===== src/rtl/apb_pkg.sv =====
// ---------------------------------------------------------------------------
// apb_pkg
// Shared APB definitions for the requester-side bridge and its users:
//   apb_state_t  - transfer FSM states (IDLE, SETUP, ACCESS, RESP)
//   PROT_*       - common pprot encodings
//   APB_AW       - APB address width
// ---------------------------------------------------------------------------
package apb_pkg;

    localparam int APB_AW = 32;

    localparam logic [2:0] PROT_NORMAL = 3'b000;
    localparam logic [2:0] PROT_PRIV   = 3'b001;

    typedef enum logic [1:0] {
        IDLE   = 2'd0,
        SETUP  = 2'd1,
        ACCESS = 2'd2,
        RESP   = 2'd3
    } apb_state_t;

endpackage


===== src/rtl/apb_cmd_master.sv =====
// ---------------------------------------------------------------------------
// apb_cmd_master
// Requester-side APB4 bridge. Accepts one single-beat command at a time on a
// valid/ready command port, runs it as an APB SETUP/ACCESS transfer and
// returns read data plus error/timeout status on a valid/ready response port.
//
// Ports
//   pclk, presetn          clock, asynchronous active-low reset
//   cmd_valid/cmd_ready    command handshake
//   cmd_addr/cmd_write/cmd_wdata/cmd_strb/cmd_prot   command payload
//   rsp_valid/rsp_ready    response handshake
//   rsp_rdata/rsp_err/rsp_timeout                    response payload
//   psel/penable/pwrite/paddr/pwdata/pstrb/pprot     APB requester outputs
//   pready/prdata/pslverr  APB completer inputs
//
// Every output is a register; APB inputs only reach outputs through a flop.
// ---------------------------------------------------------------------------
module apb_cmd_master
    import apb_pkg::*;
#(
    parameter int DATA_WIDTH     = 32,
    parameter int TIMEOUT_CYCLES = 16
) (
    input  logic                      pclk,
    input  logic                      presetn,

    input  logic                      cmd_valid,
    output logic                      cmd_ready,
    input  logic [APB_AW-1:0]         cmd_addr,
    input  logic                      cmd_write,
    input  logic [DATA_WIDTH-1:0]     cmd_wdata,
    input  logic [DATA_WIDTH/8-1:0]   cmd_strb,
    input  logic [2:0]                cmd_prot,

    output logic                      rsp_valid,
    input  logic                      rsp_ready,
    output logic [DATA_WIDTH-1:0]     rsp_rdata,
    output logic                      rsp_err,
    output logic                      rsp_timeout,

    output logic                      psel,
    output logic                      penable,
    output logic                      pwrite,
    output logic [APB_AW-1:0]         paddr,
    output logic [DATA_WIDTH-1:0]     pwdata,
    output logic [DATA_WIDTH/8-1:0]   pstrb,
    output logic [2:0]                pprot,
    input  logic                      pready,
    input  logic [DATA_WIDTH-1:0]     prdata,
    input  logic                      pslverr
);

    // A zero timeout still needs a 1-bit counter; it then just saturates.
    localparam int CNT_W = (TIMEOUT_CYCLES > 0) ? $clog2(TIMEOUT_CYCLES + 1) : 1;
    localparam logic [CNT_W-1:0] CNT_LIMIT =
        (TIMEOUT_CYCLES > 0) ? CNT_W'(TIMEOUT_CYCLES) : {CNT_W{1'b1}};

    apb_state_t        state;
    logic [CNT_W-1:0]  wait_cnt;
    logic              timeout_hit;

    // Abort on the ACCESS cycle whose counter already equals the limit,
    // i.e. after TIMEOUT_CYCLES+1 ACCESS cycles without pready.
    assign timeout_hit = (TIMEOUT_CYCLES != 0) && (wait_cnt == CNT_LIMIT);

    always_ff @(posedge pclk or negedge presetn) begin
        if (!presetn) begin
            state       <= IDLE;
            wait_cnt    <= '0;
            cmd_ready   <= 1'b1;
            rsp_valid   <= 1'b0;
            rsp_rdata   <= '0;
            rsp_err     <= 1'b0;
            rsp_timeout <= 1'b0;
            psel        <= 1'b0;
            penable     <= 1'b0;
            pwrite      <= 1'b0;
            paddr       <= '0;
            pwdata      <= '0;
            pstrb       <= '0;
            pprot       <= '0;
        end else begin
            case (state)
                IDLE: begin
                    if (cmd_valid) begin
                        // Payload registers change only here, so they hold
                        // their last values between transfers.
                        paddr     <= cmd_addr;
                        pwrite    <= cmd_write;
                        pwdata    <= cmd_wdata;
                        pstrb     <= cmd_write ? cmd_strb : '0;
                        pprot     <= cmd_prot;
                        psel      <= 1'b1;
                        cmd_ready <= 1'b0;
                        wait_cnt  <= '0;
                        state     <= SETUP;
                    end
                end

                SETUP: begin
                    penable <= 1'b1;
                    state   <= ACCESS;
                end

                ACCESS: begin
                    if (pready) begin
                        psel        <= 1'b0;
                        penable     <= 1'b0;
                        rsp_valid   <= 1'b1;
                        rsp_err     <= pslverr;
                        rsp_timeout <= 1'b0;
                        // Write responses and error responses carry no data.
                        rsp_rdata   <= (!pwrite && !pslverr) ? prdata : '0;
                        state       <= RESP;
                    end else if (timeout_hit) begin
                        psel        <= 1'b0;
                        penable     <= 1'b0;
                        rsp_valid   <= 1'b1;
                        rsp_err     <= 1'b1;
                        rsp_timeout <= 1'b1;
                        rsp_rdata   <= '0;
                        state       <= RESP;
                    end else if (wait_cnt != CNT_LIMIT) begin
                        wait_cnt <= wait_cnt + 1'b1;
                    end
                end

                RESP: begin
                    if (rsp_ready) begin
                        rsp_valid <= 1'b0;
                        cmd_ready <= 1'b1;
                        state     <= IDLE;
                    end
                end

                default: begin
                    state <= IDLE;
                end
            endcase
        end
    end

endmodule


===== config.mk =====
export PLATFORM = sky130hd
export DESIGN_NAME = apb_cmd_master
export DESIGN_NICKNAME = d
export VERILOG_FILES = /design/src/rtl/apb_pkg.sv /design/src/rtl/apb_cmd_master.sv
export SDC_FILE = /design/constraint.sdc
export NUM_CORES = 1
export LEC_CHECK = 0
export BUFFER_PORTS_ARGS = -buffer_cell sky130_fd_sc_hd__buf_2
export CAP_MARGIN = 10
export CORE_ASPECT_RATIO = 0.6
export CORE_UTILIZATION = 48
export CTS_BUF_LIST = sky130_fd_sc_hd__clkbuf_8
export DETAILED_ROUTE_END_ITERATION = 6
export PLACE_DENSITY = 0.82
export SLEW_MARGIN = 20
export SYNTH_ARGS = -nofsm -noshare
export SYNTH_HDL_FRONTEND = slang
export SYNTH_SLANG_ARGS = --single-unit

===== constraint.sdc =====
create_clock -name pclk -period 2.3 [get_ports pclk]
set_clock_uncertainty 0.15 [all_clocks]
set_input_delay 0.23 -clock pclk [delete_from_list [all_inputs] [get_ports pclk]]
set_output_delay 0.23 -clock pclk [all_outputs]
set_load 0.02 [all_outputs]

==> results.toml <==
[drt]
num_vias = 4064
vias_per_cell = 5.061
drtAntennaViolNets = 0
wl_um = 14210
drt_first_pass_iters = 4
drcViolationCount = 0
wire_per_inst_um = 17.69
drt_iter0_drc = 321

[worst_setup_path]
crit_chain = "inv_1 > ha_1 > nand2_2 > buf_12 > mux2_2"
ff2ff_setup_slack_ns = 0.30
cp-end-kind = "register"
crit_buf_inv = 2
worstReg2RegEnd = "pprot[1]"
crit_path_top_delay_cell = "dfrtp_1"
critPathRequiredTime_ns = 2.43
worst-endpoint-arrival_ns = 2.13
reg2reg_from = "state[0]"
cpPeakStageDelay_ns = 0.38
reg2reg_depth = 5
path_max_fanout = 37
critPathLaunchType = "register"
cpLargestDelayFamily = "flip-flops"
critPathKind = "register to register"

[sta]
hold_viol = 0
rsz0062_at_grt = "false"
fin_tns_setup_ns = 0
tightest_slew_ns = 0.5599
setup_viol = 0
slew_viol_final = 0
hold-worst-slack_ns = 0.08657
fin_crit_sh_pct = 87.01
max_slew_margin_pct = 62.67
max_freq_mhz = 499.7
period_minus_slack_ns = 2.001

[global_routing]
grt_max_degree = 43
grt_pass1_vias = 4374
grtUsageTotal_pct = 29.64
antenna_found_initial = 0
grt_pass1_wl_um = 22460
grt_overflow = 0

[floorplanning]
row_count = 27
die_w_um = 128.6
pin_count = 220
coreArea_mm2 = 0.009256
die_h_um = 77.95
dieArea_mm2 = 0.01002
start_util_pct = 49.85

[yosys]
avgSynthCellArea_um2 = 14.29
synth.net_count = 439
ys_ff_latch = 117
synth_warnings = 0
syn_inst = 323
syn-cell-area_mm2 = 0.004614
synth_seq_area_share_pct = 63.48
synth_cell_types = 34

[place]
port_buffers = 219
dp_hpwl_um = 7888
placed_area_mm2 = 0.005909
gp_congestion = 0.8073

[cells_and_area]
num-nets-final = 778
fillers = 533
drive_gt1_share_pct = 48.44
areaGrowthSynthToFinish_pct = 60.14
final_area_mm2 = 0.007390
n_antenna_cell = 0

[clocking]
clk_latency_ns = 0.40
path_clk_slew_ns = 0.06
htreeDepth = 4
cts_tree = "done"
root_buffer = "clkbuf_8"
clkSinkCount = 117
cts_buffers = 17
clockBufferDepth = 2

[min_path]
hp-class = "input port to register"
hold_start = "cmd_valid"
worstHoldPathCells = 3
whs_endpoint = "cmd_ready"

[pwr]
power.leakage_nw = 3.716
power_density_mw_per_mm2 = 1361
total_power_mw = 10.06
ir_drop_mv = 0.8697

[run]
maxCapViolCount = 0

[run_status]
outcome = "finished, final reports clean"
==> stage by stage <==
stage	utilization, %	instances	worst slack (ns)
global placement	63.84	661	0.4122
finish	79.83	803	0.2989
detailed placement	63.84	661	0.3523
CTS	79.83	803	0.3187
floorplan	-	323	0.4361
global route	79.83	803	0.1988
==> state kept, by name, summed over array words and instances, names as in the netlist <==
name	count
paddr	32
pwdata	32
rsp_rdata	32
wait_cnt	5
pstrb	4
pprot	3
state	2
cmd_ready	1
penable	1
psel	1
pwrite	1
rsp_err	1
rsp_timeout	1
rsp_valid	1
==> layer usage <==
metal,part of all wire [%],global-route usage [%],wire (µm)
met5,0,0,0
met3,7.4,10.76,1047
met2,50,48.97,7036
met4,2.6,13.53,370
met1,40,34.64,5750
==> final cells by class <==
type / count / area (µm²) / area share, %
flip-flops and latches: 117 / 2929 / 39.64
repair buffers: 339 / 2342 / 31.70
multi-input cells: 180 / 1570 / 21.25
clock buffers: 19 / 261.5 / 3.539
well taps: 130 / 162.7 / 2.201
clock inverters: 11 / 97.59 / 1.321
inverters: 7 / 26.28 / 0.3556
==> worst min-delay path: stages <==
cell,delay [ns]
buf_2,0.16
mux2i_1,0.16
a21oi_1,0.08
==> cell families after synthesis <==
kind of cell | after synthesis | synth area share (%)
fa+ha+maj | 6 | 1.627
buf+inv | 26 | 2.684
compound gates | 57 | 9.355
mux | 72 | 17.49
flops | 117 | 63.48
simple gates | 45 | 5.369
==> timing repair <==
| item | 4_1_cts | 5_1_grt |
|---|---|---|
| buffers inserted | 0 | 0 |
| gates resized for setup | 0 | 0 |
| hold buffers | 112 | 0 |
| hold endpoints to repair | 148 | 0 |
==> layout by cell type (no fill, tap or decap), types with 5 or more instances in the layout <==
cell           count
buf_12             5
mux2_2            69
nand2_1           14
clkbuf_8          19
o21ai_0           11
ha_1               6
nand3_1            5
a21oi_1            6
dlygate4sd3_1    112
inv_1             13
a22o_1            33
dfrtp_1          116
nor2_1             6
buf_2            218
==> worst max-delay path by stage <==
stage / start / endpoint / slack (ns) / depth (start not counted)
final: state[0] / pprot[1] / 0.30 / 5
after CTS: state[0] / paddr[28] / 0.32 / 5
after detailed placement: state[0] / paddr[28] / 0.35 / 5
after floorplan: state[0] / paddr[0] / 0.44 / 7
after global placement: state[0] / pwdata[0] / 0.41 / 5
after global routing: state[1] / paddr[22] / 0.20 / 5
==> synth_stat cells, drive strengths merged <==
cell type,n,share of area [%]
dfstp,1,0.57
and4b,1,0.22
a31oi,1,0.14
inv,7,0.57
nor2,6,0.49
a22o,33,6.3
nor3,2,0.22
nand4,3,0.41
and3,1,0.14
nor3b,2,0.43
or3b,1,0.19
ha,6,1.6
clkbuf,3,0.24
nand2b,1,0.14
dfrtp,116,63
and4bb,1,0.35
o21ai,12,1.4
o311ai,2,0.38
nor2b,2,0.27
nand3,5,0.54
a21oi,6,0.65
nand2,15,1.2
or4,1,0.16
buf,16,1.9
mux2i,3,0.65
mux2,69,17
or2,1,0.14
nor4,2,0.27
o211ai,2,0.33
nand4b,1,0.19
o32a,1,0.22
==> power breakdown <==
| part | internal (mW) | switching (mW) | leakage (nW) | total (mW) |
|---|---|---|---|---|
| registers | 3.09 | 0.608 | 1.45 | 3.70 |
| clock network | 0.980 | 0.752 | 0.209 | 1.73 |
| logic | 1.94 | 2.69 | 2.06 | 4.63 |
| total | 6.01 | 4.05 | 3.72 | 10.1 |
(Power assumes the default switching activity.)
